[config.mk]
export PLATFORM = sky130hd
export DESIGN_NAME = gtx_txalign_ins_flat
export DESIGN_NICKNAME = d
export VERILOG_FILES = /design/src/rtl/gtx_txalign_ins_if.sv /design/src/rtl/gtx_txalign_ins.sv /design/src/flat_wrapper.sv
export SDC_FILE = /design/constraint.sdc
export NUM_CORES = 1
export LEC_CHECK = 0
export ABC_AREA = 1
export CORE_UTILIZATION = 27
export CTS_CLUSTER_SIZE = 40
export DETAILED_ROUTE_END_ITERATION = 10
export DONT_BUFFER_PORTS = 1
export PLACE_DENSITY = 0.47
export SETUP_SLACK_MARGIN = 0.3
export SLEW_MARGIN = 30
export SYNTH_ARGS = -nofsm -noshare
export SYNTH_HDL_FRONTEND = slang
export SYNTH_SLANG_ARGS = --single-unit
[constraint.sdc]
create_clock -name clk -period 1.9 [get_ports clk]
set_input_delay 0.38 -clock clk [delete_from_list [all_inputs] [get_ports clk]]
set_output_delay 0.38 -clock clk [all_outputs]
set_load 0.1 [all_outputs]
[src/rtl/gtx_txalign_ins_if.sv]
// ----------------------------------------------------------------------------
// gtx_txalign_ins_if : link-layer dword input and encoder halfword output bus
// Rev 1.0
// ----------------------------------------------------------------------------
`default_nettype none

interface gtx_txalign_ins_if;
   logic [31:0] in_data;
   logic [3:0]  in_isk;
   logic        in_valid;
   logic        in_ready;
   logic [15:0] out_data;
   logic [1:0]  out_isk;
   logic        align_busy;

   modport master (
      output in_data, in_isk, in_valid,
      input  in_ready, out_data, out_isk, align_busy
   );

   modport slave (
      input  in_data, in_isk, in_valid,
      output in_ready, out_data, out_isk, align_busy
   );
endinterface

`default_nettype wire

[src/rtl/gtx_txalign_ins.sv]
// ----------------------------------------------------------------------------
// gtx_txalign_ins : dword-to-halfword splitter with periodic ALIGNp and SYNCp fill
// Rev 1.0
// ----------------------------------------------------------------------------
`default_nettype none

module gtx_txalign_ins #(
   parameter int ALIGN_PERIOD = 256
) (
   input  wire logic          clk,
   input  wire logic          rst,
   gtx_txalign_ins_if.slave   bus
);

   localparam int          CW            = $clog2(ALIGN_PERIOD);
   localparam logic [31:0] C_ALIGNP_DATA = 32'h7B4A4ABC;
   localparam logic [3:0]  C_ALIGNP_ISK  = 4'b0001;
   localparam logic [31:0] C_SYNCP_DATA  = 32'hB5B5957C;
   localparam logic [3:0]  C_SYNCP_ISK   = 4'b0001;

   if ((ALIGN_PERIOD < 4) || (ALIGN_PERIOD > 4096)) begin : g_bad_period
      $error("gtx_txalign_ins: ALIGN_PERIOD must be in 4..4096");
   end

   typedef enum logic [0:0] {
      ST_ALIGN = 1'b0,
      ST_DATA  = 1'b1
   } state_t;

   state_t        r_state;
   logic          r_phase;
   logic [1:0]    r_pending;
   logic [CW-1:0] r_cnt;
   logic [15:0]   r_hi_data;
   logic [1:0]    r_hi_isk;
   logic          r_hi_align;
   logic [15:0]   r_out_data;
   logic [1:0]    r_out_isk;
   logic          r_align_busy;

   logic          w_in_align;
   logic          w_start_align;
   logic          w_take_align;
   logic          w_ready;
   logic [31:0]   w_sel_data;
   logic [3:0]    w_sel_isk;

   assign w_in_align    = (r_state == ST_ALIGN) && (r_pending != 2'd0);
   assign w_start_align = (r_state == ST_DATA) && (r_cnt == CW'(ALIGN_PERIOD - 2));
   assign w_take_align  = w_in_align | w_start_align;
   assign w_ready       = r_phase & ~w_take_align;

   always_comb begin
      w_sel_data = C_SYNCP_DATA;
      w_sel_isk  = C_SYNCP_ISK;
      if (w_take_align) begin
         w_sel_data = C_ALIGNP_DATA;
         w_sel_isk  = C_ALIGNP_ISK;
      end else if (bus.in_valid) begin
         w_sel_data = bus.in_data;
         w_sel_isk  = bus.in_isk;
      end
   end

   // The dword is chosen on phase=1; its high half is parked for the following cycle.
   always_ff @(posedge clk or posedge rst) begin
      if (rst) begin
         r_state      <= ST_ALIGN;
         r_phase      <= 1'b1;
         r_pending    <= 2'd2;
         r_cnt        <= '0;
         r_hi_data    <= 16'h0000;
         r_hi_isk     <= 2'b00;
         r_hi_align   <= 1'b0;
         r_out_data   <= 16'h0000;
         r_out_isk    <= 2'b00;
         r_align_busy <= 1'b0;
      end else begin
         r_phase <= ~r_phase;
         if (r_phase) begin
            r_out_data   <= w_sel_data[15:0];
            r_out_isk    <= w_sel_isk[1:0];
            r_align_busy <= w_take_align;
            r_hi_data    <= w_sel_data[31:16];
            r_hi_isk     <= w_sel_isk[3:2];
            r_hi_align   <= w_take_align;
            if (w_in_align) begin
               r_pending <= r_pending - 2'd1;
               if (r_pending == 2'd1) begin
                  r_state <= ST_DATA;
                  r_cnt   <= '0;
               end
            end else if (w_start_align) begin
               // First ALIGNp of the pair goes out now, so only one remains.
               r_state   <= ST_ALIGN;
               r_pending <= 2'd1;
            end else begin
               r_cnt <= r_cnt + CW'(1);
            end
         end else begin
            r_out_data   <= r_hi_data;
            r_out_isk    <= r_hi_isk;
            r_align_busy <= r_hi_align;
         end
      end
   end

   assign bus.in_ready   = w_ready;
   assign bus.out_data   = r_out_data;
   assign bus.out_isk    = r_out_isk;
   assign bus.align_busy = r_align_busy;

endmodule

`default_nettype wire
[src/flat_wrapper.sv]
// flat-port wrapper written by rule: the top's interface ports become plain ports
module gtx_txalign_ins_flat 
#(
   parameter int ALIGN_PERIOD = 256
)
  (clk, rst, bus_in_data, bus_in_isk, bus_in_valid, bus_in_ready, bus_out_data, bus_out_isk, bus_align_busy);
  gtx_txalign_ins_if bus_i ();
  input  wire logic clk;
  input  wire logic rst;
  input wire logic [$bits(bus_i.in_data)-1:0] bus_in_data;
  input wire logic [$bits(bus_i.in_isk)-1:0] bus_in_isk;
  input wire logic [$bits(bus_i.in_valid)-1:0] bus_in_valid;
  output wire logic [$bits(bus_i.in_ready)-1:0] bus_in_ready;
  output wire logic [$bits(bus_i.out_data)-1:0] bus_out_data;
  output wire logic [$bits(bus_i.out_isk)-1:0] bus_out_isk;
  output wire logic [$bits(bus_i.align_busy)-1:0] bus_align_busy;
  assign bus_i.in_data = bus_in_data;
  assign bus_i.in_isk = bus_in_isk;
  assign bus_i.in_valid = bus_in_valid;
  assign bus_in_ready = bus_i.in_ready;
  assign bus_out_data = bus_i.out_data;
  assign bus_out_isk = bus_i.out_isk;
  assign bus_align_busy = bus_i.align_busy;
  gtx_txalign_ins #(.ALIGN_PERIOD(ALIGN_PERIOD)) u_core (.clk(clk), .rst(rst), .bus(bus_i));
endmodule
==> flow_metrics.py <==
metrics = {
    "cts": {
        "clock_path_buffers": 2,
        "clockRootBuffer": "clkbuf_8",
        "cts_buffers": 5,
        "clock_sinks": 49,
        "insertion_delay_ps": 300,
        "path_clk_slew_ps": 100,
        "cts_htree_levels": 2,
        "cts_tree": "yes",
    },
    "worst_setup_path": {
        "max_stage_delay_ps": 500,
        "critPathLaunchType": "flip-flop",
        "criticalPathCategory": "reg2out",
        "cp_slowest_cell": "nor2_4",
        "cp_max_fo": 2,
        "crit_required_ps": 1520,
        "r2r_slack_ps": 280,
        "crit_arrival_ps": 1630,
        "cp_cell_sequence": "inv_2 > ha_4 > nor2_4 > inv_2 > nand2_4 > nor2_4",
        "critPathCaptureType": "output pin",
    },
    "finish": {
        "area_delta_synth_final_pct": 27.5,
        "nets": 311,
        "nFillCells": 826,
        "n_antenna_cell": 0,
        "post-route-util_pct": 35.9,
        "drive_above_1_share_pct": 30.5,
        "layout.cells.non_filler": 371,
        "stdcell_area_sq_um": 2790,
    },
    "logic_synthesis": {
        "yosysMostFrequentCell": "nand2_1",
        "syn-cell-area_sq_um": 2190,
        "syn_nets": 276,
        "synth_top_cell_area_share_pct": 53.8,
        "avgSynthCellArea_sq_um": 9.39,
        "netlist-cell-type-count": 27,
        "synth_common_cells": "nand2_1, dfrtp_1, nor2_1",
        "async_flop_share_pct": 100,
        "synthTopCellsByArea": "dfrtp_1, nand2_1, o22ai_1",
        "ys_seq_elements": 49,
        "synth-edff-count": 0,
        "netlist_instances": 233,
        "yosys.area.top_type": "dfrtp_1",
        "yosysSeqAreaShare_pct": 56.2,
        "synth_top_flop_cell": "dfrtp_1",
        "ys_warn_count": 0,
    },
    "detailed_routing": {
        "drc": 0,
        "firstDrtPassIters": 4,
        "wl_met3_um": 223,
        "top_layer": "met4",
        "ant_nets": 0,
        "route.vias.total": 1702,
        "dr.first_iter.drc_count": 56,
        "wl_met1_um": 2440,
        "wl_um": 5370,
        "detail_route.vias_per_cell": 4.59,
        "met2WireLength_um": 2650,
        "wl_per_cell_um": 14.5,
    },
    "floorplan": {
        "dieArea_sq_um": 8460,
        "start_util_pct": 28.2,
        "num_rows": 32,
        "die_width_um": 92,
        "io_pins": 59,
        "die-height_um": 92,
        "core_sq_um": 7770,
    },
    "global_routing": {
        "grt-ovfl-total": 0,
        "antenna_found_initial": 0,
        "grt_first_pass_wirelength_um": 8350,
        "globalRouteTotalUtil_pct": 12.4,
        "grt_max_degree": 37,
        "grt_pass1_vias": 1693,
    },
    "sta": {
        "finalCritPeriodShare_pct": 106,
        "fin_skew_ps": 6.92,
        "slew_headroom_pct": 56.6,
        "finalMaxSlewViolations": 0,
        "worst_pin_slew_ps": 650,
        "hold_ws_ps": 204,
        "post-route-min-period_ps": 2010,
        "fin_ws_ps": -111,
        "fmax_ghz": 0.497,
        "rsz0062_at_grt": "true",
        "hold_viol_final": 0,
        "setup_viol": 1,
    },
    "power_and_ir_drop": {
        "swShare_pct": 29.9,
        "switchingPower_mw": 0.595,
        "leakagePower_nw": 1.33,
        "clkPwrFrac_pct": 31.7,
        "seqPwrFrac_pct": 54.8,
        "p_per_area_nw_per_um2": 714,
        "ir_drop_v": 0.000372,
        "p_comb_share_pct": 13.5,
        "p_int_mw": 1.40,
    },
    "place": {
        "place_ws_ps": 81.7,
        "dpl.cell_count": 346,
        "gp_congestion": 0.709,
        "hpwl_um": 3160,
        "io_buffers": 0,
        "place_area_sq_um": 2430,
    },
    "flow_run": {
        "drv_cap": 0,
    },
    "status": {
        "violations": "negative setup slack",
        "outcome": "complete, but fails checks",
    },
    "min_path": {
        "hold_path_class": "in2reg",
    },
}
-- placed cells by master, fill, tap and decap left out, types with 5 or more instances in the layout --
cell type | synthesis | layout
dfrtp_1 | 47 | 47
nand2_1 | 51 | 44
buf_4 | 2 | 29
nor2_1 | 22 | 19
nand3_1 | 16 | 16
o22ai_1 | 16 | 15
inv_1 | 19 | 14
o21ai_0 | 10 | 10
nand2_2 | 3 | 9
o211ai_1 | 8 | 8
inv_2 | 2 | 7
nor2_4 | 1 | 5
o21ai_1 | 7 | 5
clkbuf_8 | 0 | 5
buf_6 | 4 | 5
-- flip-flops by register name, indices dropped and copies added (netlist names) --
register / flops
u_core.r_hi_isk: 2
u_core.r_cnt: 8
u_core.r_state: 1
u_core.r_hi_align: 1
u_core.r_phase: 1
u_core.r_pending: 2
u_core.r_hi_data: 16
u_core.bus.out_isk: 2
u_core.bus.out_data: 16
-- metrics by stage --
stage	setup TNS, ps	power (mW)
6_report	-111	1.99
2_1_floorplan	0	1.32
3_5_place_dp	0	1.38
4_1_cts	-92.6	2.02
3_3_place_gp	0	1.38
5_1_grt	-182	2.08
-- cells by family (layout without fill, tap and decap cells) --
family,after synthesis,in the layout,share of synthesized area (%)
XOR/XNOR,2,2,0.801
adder cells (fa/ha/maj),4,4,2.29
AND/OR/NAND/NOR,100,104,20.5
buffers and inverters,34,66,7.61
AO/OA/AOI/OAI,44,44,12.6
flip-flops,49,49,56.2
-- cell type report --
cell class / count / area [sq um] / area share, %
flip-flops and latches: 49 / 1230 / 44.1
multi-input cells: 154 / 953 / 34.2
repair buffers: 36 / 304 / 10.9
well taps: 102 / 128 / 4.58
inverters: 22 / 82.6 / 2.96
clock buffers: 5 / 68.8 / 2.47
clock inverters: 3 / 22.5 / 0.808
-- worst max-delay path: cells and delay by family (launching register included) --
| family | cells | cell delay, ps |
|---|---|---|
| fa+ha+maj | 1 | 140 |
| buf+inv | 2 | 170 |
| simple gates | 3 | 600 |
| flops | 1 | 420 |
-- layer usage --
layer  vias up  GRT usage [%]
met5         -              0
met4         0           3.52
met3         4           3.23
met2        36           20.3
met1       822           16.2
li1        840              -
-- path summary, 6_finish.rpt --
path | from | endpoint | cells past startpoint
max in group asynchronous | rst | u_core.r_pending[1] | 3
min in group asynchronous | rst | u_core.bus.out_data[10] | 2
setup reg to reg | u_core.r_pending[1] | u_core.r_cnt[6] | 11
setup / recovery | u_core.r_pending[0] | bus_in_ready | 6
hold / removal | bus_in_valid | u_core.bus.out_data[1] | 2
hold reg to reg | u_core.r_hi_data[14] | u_core.bus.out_data[14] | 2
-- power by group through the flow --
stage               sequential [mW]  combinational [mW]  clock (mW)
floorplan                      1.26              0.0692           0
global placement               1.11               0.270           0
detailed placement             1.11               0.271           0
CTS                            1.09               0.273       0.654
global route                   1.10               0.288       0.691
finish                         1.09               0.269       0.631
-- timing repair --
item | 4_1_cts | 5_1_grt
endpoints found under the setup margin | 28 | 36
pin swaps | 4 | 2
hold buffers | 1 | 0
setup buffers | 9 | 3
gates resized for setup | 14 | 17
hold endpoints to repair | 20 | 0
cloned | 0 | 4
No activity file was read; power rests on OpenSTA's default activity.
